==> src/rtl/reg_init_rsp_if.sv <==
// Register-init handshake bundle between the init controller (master) and the
// responder (slave): start/end handshake, done flag, config values, shadows and status.
interface reg_init_rsp_if;
    logic        init_hs_start;
    logic        init_hs_end;
    logic        init_done_in;
    logic [31:0] reg0_in;
    logic [31:0] reg1_in;
    logic [31:0] reg2_in;
    logic        err_clr;
    logic [31:0] shadow0;
    logic [31:0] shadow1;
    logic [31:0] shadow2;
    logic        cfg_valid;
    logic        init_ack;
    logic        init_err;
    logic [1:0]  err_code;

    modport master (
        output init_hs_start, init_hs_end, init_done_in,
        output reg0_in, reg1_in, reg2_in, err_clr,
        input  shadow0, shadow1, shadow2, cfg_valid, init_ack, init_err, err_code
    );

    modport slave (
        input  init_hs_start, init_hs_end, init_done_in,
        input  reg0_in, reg1_in, reg2_in, err_clr,
        output shadow0, shadow1, shadow2, cfg_valid, init_ack, init_err, err_code
    );
endinterface

==> src/rtl/reg_init_rsp.sv <==
// Responder end of the register-init handshake: shadows three config registers and
// raises cfg_valid after a clean sequence. Define REG_INIT_CHECK_EN to compare against EXPn.
module reg_init_rsp #(
    parameter int          TIMEOUT_CYC = 64,
    parameter logic [31:0] EXP0        = 32'hDEADBEEF,
    parameter logic [31:0] EXP1        = 32'hFEEDFACE,
    parameter logic [31:0] EXP2        = 32'hC001D00D
) (
    input  logic              clk,
    input  logic              rst_n,
    reg_init_rsp_if.slave     bus
);

    localparam int TW = (TIMEOUT_CYC < 1) ? 1 : $clog2(TIMEOUT_CYC + 1);
    localparam logic [TW-1:0] TMO_LAST = (TIMEOUT_CYC == 0) ? '0 : TW'(TIMEOUT_CYC - 1);
    localparam logic [TW-1:0] TMR_MAX  = '1;

    typedef enum logic [2:0] {
        IDLE     = 3'd0,
        WAIT_END = 3'd1,
        CAPTURE  = 3'd2,
        CHECK    = 3'd3,
        READY    = 3'd4,
        ERROR    = 3'd5
    } state_t;

    state_t        state, state_d;
    logic [TW-1:0] timer, timer_d;
    logic [1:0]    err_code, err_code_d;
    logic          start_q, end_q;
    logic          start_rise, end_rise;
    logic          capture, ack_d, ack_q, mismatch;
    logic [31:0]   shadow0_q, shadow1_q, shadow2_q;

    assign start_rise = bus.init_hs_start & ~start_q;
    assign end_rise   = bus.init_hs_end & ~end_q;

`ifdef REG_INIT_CHECK_EN
    assign mismatch = (bus.reg0_in != EXP0) | (bus.reg1_in != EXP1) | (bus.reg2_in != EXP2);
`else
    assign mismatch = 1'b0;
`endif

    always_ff @(posedge clk or negedge rst_n) begin
        if (!rst_n) begin
            state     <= IDLE;
            timer     <= '0;
            err_code  <= 2'b00;
            start_q   <= 1'b0;
            end_q     <= 1'b0;
            ack_q     <= 1'b0;
            shadow0_q <= '0;
            shadow1_q <= '0;
            shadow2_q <= '0;
        end else begin
            state    <= state_d;
            timer    <= timer_d;
            err_code <= err_code_d;
            start_q  <= bus.init_hs_start;
            end_q    <= bus.init_hs_end;
            ack_q    <= ack_d;
            if (capture) begin
                shadow0_q <= bus.reg0_in;
                shadow1_q <= bus.reg1_in;
                shadow2_q <= bus.reg2_in;
            end
        end
    end

    // In WAIT_END an end edge beats both a restart and the timeout on the same cycle.
    always_comb begin
        state_d    = state;
        timer_d    = timer;
        err_code_d = err_code;
        capture    = 1'b0;
        ack_d      = 1'b0;
        case (state)
            IDLE: begin
                if (end_rise) begin
                    state_d    = ERROR;
                    err_code_d = 2'b01;
                end else if (start_rise) begin
                    state_d = WAIT_END;
                    timer_d = '0;
                end
            end
            WAIT_END: begin
                if (end_rise) begin
                    state_d = CAPTURE;
                end else if (start_rise) begin
                    timer_d = '0;
                end else if ((TIMEOUT_CYC != 0) && (timer == TMO_LAST)) begin
                    state_d    = ERROR;
                    err_code_d = 2'b10;
                end else if (timer != TMR_MAX) begin
                    timer_d = timer + TW'(1);
                end
            end
            CAPTURE: begin
                capture = 1'b1;
                state_d = CHECK;
            end
            CHECK: begin
                if (!bus.init_done_in) begin
                    state_d    = ERROR;
                    err_code_d = 2'b01;
                end else if (mismatch) begin
                    state_d    = ERROR;
                    err_code_d = 2'b11;
                end else begin
                    state_d = READY;
                    ack_d   = 1'b1;
                end
            end
            READY: begin
                if (start_rise) begin
                    state_d = WAIT_END;
                    timer_d = '0;
                end
            end
            ERROR: begin
                if (bus.err_clr) begin
                    err_code_d = 2'b00;
                    timer_d    = '0;
                    state_d    = start_rise ? WAIT_END : IDLE;
                end
            end
            default: state_d = IDLE;
        endcase
    end

    assign bus.shadow0   = shadow0_q;
    assign bus.shadow1   = shadow1_q;
    assign bus.shadow2   = shadow2_q;
    assign bus.cfg_valid = (state == READY);
    assign bus.init_ack  = ack_q;
    assign bus.init_err  = (state == ERROR);
    assign bus.err_code  = err_code;

endmodule

==> src/flat_wrapper.sv <==
// flat-port wrapper written by rule: the top's interface ports become plain ports
module reg_init_rsp_flat 
#(
    parameter int          TIMEOUT_CYC = 64,
    parameter logic [31:0] EXP0        = 32'hDEADBEEF,
    parameter logic [31:0] EXP1        = 32'hFEEDFACE,
    parameter logic [31:0] EXP2        = 32'hC001D00D
)
  (clk, rst_n, bus_init_hs_start, bus_init_hs_end, bus_init_done_in, bus_reg0_in, bus_reg1_in, bus_reg2_in, bus_err_clr, bus_shadow0, bus_shadow1, bus_shadow2, bus_cfg_valid, bus_init_ack, bus_init_err, bus_err_code);
  reg_init_rsp_if bus_i ();
  input  logic clk;
  input  logic rst_n;
  input wire logic [$bits(bus_i.init_hs_start)-1:0] bus_init_hs_start;
  input wire logic [$bits(bus_i.init_hs_end)-1:0] bus_init_hs_end;
  input wire logic [$bits(bus_i.init_done_in)-1:0] bus_init_done_in;
  input wire logic [$bits(bus_i.reg0_in)-1:0] bus_reg0_in;
  input wire logic [$bits(bus_i.reg1_in)-1:0] bus_reg1_in;
  input wire logic [$bits(bus_i.reg2_in)-1:0] bus_reg2_in;
  input wire logic [$bits(bus_i.err_clr)-1:0] bus_err_clr;
  output wire logic [$bits(bus_i.shadow0)-1:0] bus_shadow0;
  output wire logic [$bits(bus_i.shadow1)-1:0] bus_shadow1;
  output wire logic [$bits(bus_i.shadow2)-1:0] bus_shadow2;
  output wire logic [$bits(bus_i.cfg_valid)-1:0] bus_cfg_valid;
  output wire logic [$bits(bus_i.init_ack)-1:0] bus_init_ack;
  output wire logic [$bits(bus_i.init_err)-1:0] bus_init_err;
  output wire logic [$bits(bus_i.err_code)-1:0] bus_err_code;
  assign bus_i.init_hs_start = bus_init_hs_start;
  assign bus_i.init_hs_end = bus_init_hs_end;
  assign bus_i.init_done_in = bus_init_done_in;
  assign bus_i.reg0_in = bus_reg0_in;
  assign bus_i.reg1_in = bus_reg1_in;
  assign bus_i.reg2_in = bus_reg2_in;
  assign bus_i.err_clr = bus_err_clr;
  assign bus_shadow0 = bus_i.shadow0;
  assign bus_shadow1 = bus_i.shadow1;
  assign bus_shadow2 = bus_i.shadow2;
  assign bus_cfg_valid = bus_i.cfg_valid;
  assign bus_init_ack = bus_i.init_ack;
  assign bus_init_err = bus_i.init_err;
  assign bus_err_code = bus_i.err_code;
  reg_init_rsp #(.TIMEOUT_CYC(TIMEOUT_CYC), .EXP0(EXP0), .EXP1(EXP1), .EXP2(EXP2)) u_core (.clk(clk), .rst_n(rst_n), .bus(bus_i));
endmodule
==> config.mk <==
export PLATFORM = sky130hd
export DESIGN_NAME = reg_init_rsp_flat
export DESIGN_NICKNAME = d
export VERILOG_FILES = /design/src/rtl/reg_init_rsp_if.sv /design/src/rtl/reg_init_rsp.sv /design/src/flat_wrapper.sv
export SDC_FILE = /design/constraint.sdc
export NUM_CORES = 1
export LEC_CHECK = 0
export CORE_ASPECT_RATIO = 1.5
export CORE_UTILIZATION = 30
export CTS_BUF_LIST = sky130_fd_sc_hd__clkbuf_16
export CTS_CLUSTER_SIZE = 20
export DETAILED_ROUTE_END_ITERATION = 10
export MAX_ROUTING_LAYER = met4
export PLACE_DENSITY = 0.73
export RECOVER_POWER = 50
export SYNTH_ARGS = -nofsm -noshare
export SYNTH_HDL_FRONTEND = slang
export SYNTH_SLANG_ARGS = --single-unit
==> constraint.sdc <==
create_clock -name clk -period 1.4 [get_ports clk]
set_input_delay 0.14 -clock clk [delete_from_list [all_inputs] [get_ports clk]]
set_output_delay 0.14 -clock clk [all_outputs]
set_load 0.02 [all_outputs]
Word level (Yosys, flattened, before mapping)
Index checks and enable logic that the tools add are counted.

Register bits after elaboration: 111. Input port bits: 102.

$add $sub $neg: 1. Eq/ne operators: 18. Multiplexer cells: 27. Bitwise gates (word level): 4. Reduce and logical (&&, ||, !) cells: 6.

Operators with widths (count): $mux 7 (7); $pmux 7 s4 (1); $mux 3 (6); $pmux 3 s6 (1); $mux 2 (6); $ne 2x2->1 const B (5); $pmux 2 s4 (1); $reduce_bool 4->1 (2); $add 7x1->7 const B (1); $eq 7x6->1 const B (1); $ne 7x7->1 const B (1); $reduce_and 7->1 (1); $eq 3x2->1 const B (2); $eq 3x3->1 const B (2); $ne 3x1->1 const B (2); $reduce_and 6->1 (1); $mux 1 (5); $ne 2x1->1 const B (2); $eq 3x1->1 const B (1); $logic_not 3->1 (1); $ne 3x2->1 const B (1); $ne 3x3->1 const B (1); $reduce_and 3->1 (1); $and 1x1->1 (2); $not 1->1 (2).

Logic depth before layout (Yosys ltp)
Gate-level depths: netlist of the first run.

Word-level depth: 6. Depth in mapped cells: 6. Mapped depth without buffers: 6.

Least setup slack after synthesis of the first run
No wires, ideal clock.

Path type: flip-flop to flip-flop. Start point: register u_core.state[0]. End point: register u_core.shadow2_q[28] (netlist: u_core.bus.shadow2[28]). Library setup time: 0.128 ns. Arrival time: 1.439 ns. Required time: 1.272 ns. Slack: -0.166 ns. Cell stages (with the launch flop): 7. Path buffers: 3. Clock period less this slack: 1.566 ns. Path through: dfrtp_1 and2b_4 nor2b_2 buf_6 buf_6 buf_6 mux2_1.

Longest elaborated chain between the ends: 2.

Ends and longest elaborated chain: start, declared (RTL line reg_init_rsp.sv:27) `state_t state, state_d;`; start signal, assigned (RTL line reg_init_rsp.sv:56) `state <= state_d;`; $eq 3x2->1 (RTL line reg_init_rsp.sv:77) `case (state)`; $mux 1 (RTL line reg_init_rsp.sv:77); end signal, assigned (RTL line reg_init_rsp.sv:65) `shadow2_q <= bus.reg2_in;`; end, declared (RTL line reg_init_rsp.sv:33) `logic [31:0] shadow0_q, shadow1_q, shadow2_q;`.

No other way between the ends. A chain may end at the register's enable or synchronous reset.

Worst setup path after layout of the first run
Start point: register u_core.state[0]. End point: register u_core.shadow1_q[13] (netlist: u_core.bus.shadow1[13]).

Longest elaborated chain between the ends: 2.

Ends and longest elaborated chain: $eq 3x2->1 (RTL line reg_init_rsp.sv:77); $mux 1 (RTL line reg_init_rsp.sv:77); end signal, assigned (RTL line reg_init_rsp.sv:64) `shadow1_q <= bus.reg1_in;`; end, declared (RTL line reg_init_rsp.sv:33).

No other way between the ends.

==> results of run 1 <==
==> registers in the layout (all words and copies together), names as in the netlist <==
name                 flops
u_core.bus.shadow0      32
u_core.bus.shadow1      32
u_core.bus.shadow2      32
u_core.timer             7
u_core.state             3
u_core.bus.err_code      2
u_core.bus.init_ack      1
u_core.end_q             1
u_core.start_q           1
==> worst register-to-register path: stages (launching register included) <==
cell and delay, ns:
dfrtp_1 0.38, and2b_4 0.25, nor2b_4 0.18, buf_6 0.17, buf_12 0.18, mux2_2 0.36
==> metrics by stage <==
| step | setup slack [ns] | area (µm²) |
|---|---|---|
| floorplan | -0.1298 | 4613 |
| global placement | -0.3401 | 6988 |
| detailed placement | -0.4209 | 6988 |
| CTS | -0.2188 | 7587 |
| global route | -0.3056 | 7706 |
| finish | -0.2296 | 7706 |
==> Yosys cell counts (2+ instances only) <==
cell type,count
nand3_1,4
nor2_1,3
buf_2,8
mux2_2,53
o31ai_1,2
nand2_1,4
o211ai_1,2
inv_1,2
o21ai_0,3
mux2_1,16
nor2b_1,4
nand2b_1,4
mux2_4,28
dfrtp_1,111
o21ai_1,2
and3_1,3
a41oi_1,2
a21oi_1,10
buf_6,6
==> logic make-up after synthesis <==
kind of cell,count (synthesis),synth area share
AND/OR/NAND/NOR,36,0.05416
AO/OA/AOI/OAI,28,0.04513
buffers and inverters,17,0.02681
multiplexers,98,0.2639
adder cells (fa/ha/maj),1,0.002735
flip-flops,111,0.6072
==> area by class of cell <==
class                      count  share of cell area
timing repair buffer         252              0.3194
tap                          196             0.03182
sequential                   111              0.3608
inverter                       2           0.0009742
clock inverter                 7            0.006819
clock buffer                   9             0.02923
multi-input combinational    163              0.2510
==> how the worst min path moves through the flow <==
stage,from,endpoint,slack (ns),cells after the start
global route,bus_reg0_in[27],u_core.bus.shadow0[27],0.40,2
CTS,bus_init_hs_end,u_core.end_q,0.29,1
global placement,rst_n,u_core.bus.shadow1[0],0.27,2
detailed placement,rst_n,u_core.bus.shadow1[0],0.27,2
floorplan,rst_n,u_core.bus.err_code[0],-0.16,0
finish,bus_reg0_in[27],u_core.bus.shadow0[27],0.40,2
==> report_power, final <==
group | switching [mW] | total (mW) | internal, mW
Combinational | 4.03 | 8.44 | 4.41
Sequential | 0.779 | 5.48 | 4.70
Clock | 1.21 | 2.45 | 1.23
==> timing repair <==
item / 4_1_cts / 5_1_grt
cloned: 5 / 2
setup endpoints to repair: 209 / 110
pin swaps: 9 / 6
endpoints found under the hold margin: 111 / 0
hold buffers: 1 / 0
resized for setup: 167 / 16
setup buffers: 10 / 7
==> per-layer routing <==
metal / global-route usage / share of wire
met2: 0.3124 / 0.55
met1: 0.1702 / 0.36
met3: 0.03795 / 0.060
met5: - / 0
met4: 0.06908 / 0.025
==> metrics.md, run 1 <==
| Metric | Value |
|---|---|
| CP Data Arrival Time | 1.86 ns |
| Antenna Nets Post-Route | 0 |
| CTS Buf Count | 9 |
| Flop and latch count out of synthesis | 111 |
| Post-Layout Cell Count | 740 |
| Min Tclk post-route | 1.630 ns |
| Number of diodes | 0 |
| CTS Sinks | 111 |
| Worst hold slack | 0.4004 ns |
| Largest cells by area after synthesis | dfrtp_1, mux2_2, mux2_4, mux2_1, buf_6 |
| Initial antenna violation count | 0 |
| Mapped Cells | 291 |
| Number of global-route vias before repair | 3878 |
| Fmax | 613.6 MHz |
| Period utilization | 1.164 |
| CP top delay family | simple AND/OR/NAND/NOR gates |
| Failing checks | negative setup slack |
| Max rail drop VDD | roughly 930 µV |
| I/O Buffers | 202 |
| Fin util | 0.5232 |
| Rel. slew slack | 0.3089 |
| Clk_skew | about 0.0096 ns |
| Worst Path Max Fanout | 19 |
| Worst Setup Slack, final | -0.2296 ns |
| Seq. cell area | 2780 µm² |
| Setup TNS | -19.39 ns |
| Yosys warns | 0 |
| Cell Chain, Critical Path | and2b_4, nor2b_4, buf_6, buf_12, mux2_2 |
| Slowest stage delay, CP | approximately 0.38 ns |
| Worst Setup SP | u_core.state[0] |
| Initial core utilization | 0.3106 |
| Area of the multi-input gates | 1934 µm² |
| Fillers | 1357 |
| Syn Std Cell Area | 4574 µm² |
| Status | finished with violations |
| Leakage | 3.628 nW |
| Critical path depth | 5 |
| Synth Flop Type | dfrtp_1 |
| Most frequent cells in the layout | dfrtp_1, dlygate4sd2_1, clkdlybuf4s50_1 |
| Core ar. | between 10000 and 15000 µm² |
| Min-delay worst type | in -> reg |
| Syn nets | approximately 390 |
| Tot Pwr | 16.36 mW |
| Number of H-tree levels | 3 |
| Avg Vias per Cell | 4.573 |
| Wire length per cell | 17.50 µm |
| WL final | 12.95 mm |
| Fraction of layout cells with a size suffix above 1 | 0.3566 |
| End of the critical path | u_core.bus.shadow1[13] |
| Placer Congestion | between 0.8 and 0.9 |
| Slowest cell on the critical path | dfrtp_1 |
| Final Hold Viols | 0 |
| Number of enable flip-flop cells after synthesis | 0 |
| Die area | approximately 16000 µm² |
| Reg clk slew, reported paths | 0.08 ns |
| Cell Pwr Density | 2124 nW/µm² |
| Initial DRC count | 53 |
| Total number of vias | ~3400 |
| # IOs | ~200 |
| DRC Markers | 0 |
| Root buffer cell | clkbuf_16 |
| Post-synth ARST share | 1.000 |
| Unique masters post-synth | 43 |
| Max Cap Viol | 0 |
| CTS max path bufs | 2 |
| RSZ-0062 raised after global routing | true |
| Chip Width | 102.8 µm |
| Final setup fails | 109 |
| Worst Setup Start Kind | flop |
| Largest net degree at the start of global routing | 112 |
| CTS tree | done |
| Die H | 153.2 µm |
| P&R area growth vs syn | 68.46% |
| Core Rows | 54 |
| Congestion Overflow GR | 0 |
| First-pass GRT wire length | 19.75 mm |
| Crit end category | flop |
| Final HPWL from detailed placement | between 8 and 9 mm |
| Commonest non-fill, non-tap cell in the layout | dfrtp_1 |
| Cells on worst reg2reg path | 5 |
| Pins Over Slew Limit | 0 |
| Reg2reg end | u_core.bus.shadow1[13] |
| Post-synth top area cell | dfrtp_1 |
| WP buf/inv | 2 |
| Reg2reg start | u_core.state[0] |
| Clk_lat worst skew | 0.34 ns |
| Tightest Pin Transition | 1.037 ns |
| Top-area cell type share of the netlist area | 0.6072 |
| Gr usage total | 0.1710 |
| Crit path kind | reg -> reg |
| DP Cell Count | 701 |
| Final nets | 642 |
| Reg2reg setup slack | -0.23 ns |
| Post-synthesis sequential area ratio | 0.6072 |
| Req. time, crit path | 1.63 ns |
| Detailed Routing Iterations Pass 1 | 4 |
| Syn avg cell area | 15.72 µm² |
Power figures use the tool's default switching activity.
==> run 2, diff against run 1 <==
--- a/config.mk
+++ b/config.mk
@@ -11,7 +11,7 @@
 export CTS_CLUSTER_SIZE = 20
 export DETAILED_ROUTE_END_ITERATION = 10
 export MAX_ROUTING_LAYER = met4
-export PLACE_DENSITY = 0.73
+export PLACE_DENSITY_LB_ADDON = 0.2
 export RECOVER_POWER = 50
 export SYNTH_ARGS = -nofsm -noshare
 export SYNTH_HDL_FRONTEND = slang
==> run 2 against run 1 <==
Effect of this change:
- the flow still finishes with violations (negative setup slack)
- cell count up 1.6%
- wire length shrank 1.1%
- worst setup slack worse by 0.0065 ns
- worst hold slack worse by 0.063 ns
- critical path depth rose by 1
- design area increased by 1.4%
- first-iteration DRC count rose by 21%
- sequential share of layout area is 0.52 points lower
- via count is 1.7% higher
- power up 0.13%
- maximum frequency shrank 0.40%
- critical endpoint is now u_core.bus.shadow2[9]
- largest cell class unchanged
- highest routed layer unchanged
==> metrics.md, run 2 (synthesized netlist as in run 1, its figures left out) <==
| Metric | Value |
|---|---|
| Status | finished with violations |
| Failing checks | negative setup slack |
| Final Hold Viols | 0 |
| CTS Buf Count | 9 |
| Initial DRC count | between 60 and 70 |
| Grt peak-use layer | met2 |
| Final setup fails | 108 |
| DRC Markers | 0 |
| Clk_lat worst skew | around 0.35 ns |
| Crit end category | flop |
| Final nets | 653 |
| Period utilization | 1.169 |
| Avg Vias per Cell | 4.576 |
| Initial core utilization | 0.3106 |
| Worst Setup Slack, final | -0.2361 ns |
| Most frequent cells in the layout | dfrtp_1, dlygate4sd2_1, clkdlybuf4s50_1 |
| Clk_skew | 0.01086 ns |
| Seq pwr share | 0.333 |
| Sw Ratio | 0.3625 |
| Min-delay worst type | in -> async |
| Total number of vias | 3441 |
| First-pass GRT wire length | 19.27 mm |
| Req. time, crit path | roughly 1.6 ns |
| Crit path kind | reg -> reg |
| Global Route met2 Usage | 0.2978 |
| I/O Buffers | 202 |
| Tot Pwr | 16.39 mW |
| Max rail drop VDD | 876.9 µV |
| Core Rows | 54 |
| Congestion Overflow GR | 0 |
| Final HPWL from detailed placement | a little under 9 mm |
| CP top delay family | buffers and inverters |
| Largest net degree at the start of global routing | 40 |
| Met1 usage | 0.1709 |
| Placer Congestion | 0.8107 |
| Root buffer cell | clkbuf_16 |
| Rel. slew slack | 0.5714 |
| Die H | between 150 and 200 µm |
| WP buf/inv | 3 |
| Worst Setup Start Kind | flop |
| Slowest cell on the critical path | dfrtp_1 |
| P&R area growth vs syn | 70.84% |
| # IOs | 203 |
| Die area | ~16000 µm² |
| Reg2reg setup slack | -0.24 ns |
| Fmax | 611.2 MHz |
| Wire length per cell | 17.04 µm |
| Fraction of layout cells with a size suffix above 1 | 0.3556 |
| Int Power | approximately 10 mW |
| CTS max path bufs | 2 |
| CTS Sinks | 111 |
| Commonest non-fill, non-tap cell in the layout | dfrtp_1 |
| Number of global-route vias before repair | 3780 |
| WL final | 12.81 mm |
| Met3 Usage GRT | 0.03109 |
| Tightest Pin Transition | 0.6429 ns |
| Slowest stage delay, CP | 0.38 ns |
| Detailed Routing Iterations Pass 1 | 4 |
| Number of H-tree levels | 3 |
| Placed inst area | 7076 µm² |
| Initial antenna violation count | 2 |
| Worst hold slack | 0.3377 ns |
| Gr usage total | 0.1683 |
| Leakage | 3.666 nW |
| Min Tclk post-route | 1.636 ns |
| Clk network pwr share | 0.157 |
| Reg clk slew, reported paths | 0.07 ns |
| Cell Chain, Critical Path | and2b_4, nor2b_4, buf_6, buf_8, clkbuf_16, mux2_4 |
| Worst Path Max Fanout | 5 |
| Core ar. | 14730 µm² |
| Reg2reg start | u_core.state[0] |
| Max Cap Viol | 0 |
| RSZ-0062 raised after global routing | true |
| Fin util | 0.5306 |
| CP Data Arrival Time | approximately 1.9 ns |
| CTS tree | done |
| Finished Cell Area | a little under 8000 µm² |
| Pins Over Slew Limit | 0 |
| Switching power | approximately 6 mW |
| Antenna Nets Post-Route | 0 |
| Chip Width | 102.8 µm |
| Logic pwr share | 0.509 |
| Cell Pwr Density | 2097 nW/µm² |
| Cells on worst reg2reg path | 6 |
| Reg2reg end | u_core.bus.shadow2[9] |
run 2: cell types whose count changed in the layout (fill, tap and decap cells not counted), sizes merged:
cell      change
diode         +2
clkbuf        +1
buf          +10
inv           -4
clkinvlp      +2
bufinv        +1
run 2: stage by stage:
stage / cells / setup WS, ns / setup TNS (ns)
finish: 752 / -0.2361 / -20.01
global route: 752 / -0.2957 / -27.02
CTS: 741 / -0.2426 / -21.38
detailed placement: 711 / -0.3492 / -28.51
global placement: 711 / -0.3359 / -26.76
floorplan: 291 / -0.1298 / -9.501
run 2: area by class of cell:
cell class              count  area, µm²
clock inverters             6      71.32
well taps                 196      245.2
multi-input cells         163       1879
fillers                  1360       6914
flip-flops and latches    111       2779
inverters                   2      7.507
diodes                      2      5.005
clock buffers               9      225.2
repair buffers            263       2603
run 2: worst register-to-register path: stages (launching register included):
cell and delay (ns):
dfrtp_1 0.38, and2b_4 0.24, nor2b_4 0.18, buf_6 0.14, buf_8 0.13, clkbuf_16 0.16
mux2_4 0.29
run 2: power groups by stage:
stage / logic [mW] / registers, mW / clock network (mW)
after floorplan: 2.55 / 7.25 / 0
after global placement: 8.44 / 5.48 / 0
after detailed placement: 8.55 / 5.57 / 0
after CTS: 8.02 / 5.47 / 2.67
after global routing: 8.83 / 5.67 / 2.76
final: 8.35 / 5.46 / 2.57
run 2: how the worst max path moves through the flow:
stage	cells past startpoint	start	endpoint	slack, ns
2_1_floorplan	6	u_core.state[0]	u_core.bus.shadow2[10]	-0.13
3_3_place_gp	7	bus_init_hs_start	u_core.timer[4]	-0.34
3_5_place_dp	6	bus_init_hs_end	u_core.bus.err_code[1]	-0.35
4_1_cts	5	u_core.state[0]	u_core.bus.shadow0[31]	-0.24
5_1_grt	6	u_core.state[0]	u_core.bus.shadow2[16]	-0.30
6_report	6	u_core.state[0]	u_core.bus.shadow2[9]	-0.24
run 2: what timing repair did:
| action | 4_1_cts | 5_1_grt |
|---|---|---|
| gates resized for setup | 142 | 37 |
| pin swaps | 1 | 13 |
| gates cloned | 6 | 2 |
| endpoints found under the hold margin | 21 | 0 |
| hold buffers | 1 | 0 |
| setup buffers | 8 | 7 |
| endpoints found under the setup margin | 209 | 110 |
run 2: routing by layer:
| metal | share of wire | routed length [µm] |
|---|---|---|
| met1 | 0.36 | 4606 |
| met2 | 0.55 | 6986 |
| met3 | 0.057 | 734 |
| met4 | 0.038 | 485 |
| met5 | 0 | 0 |
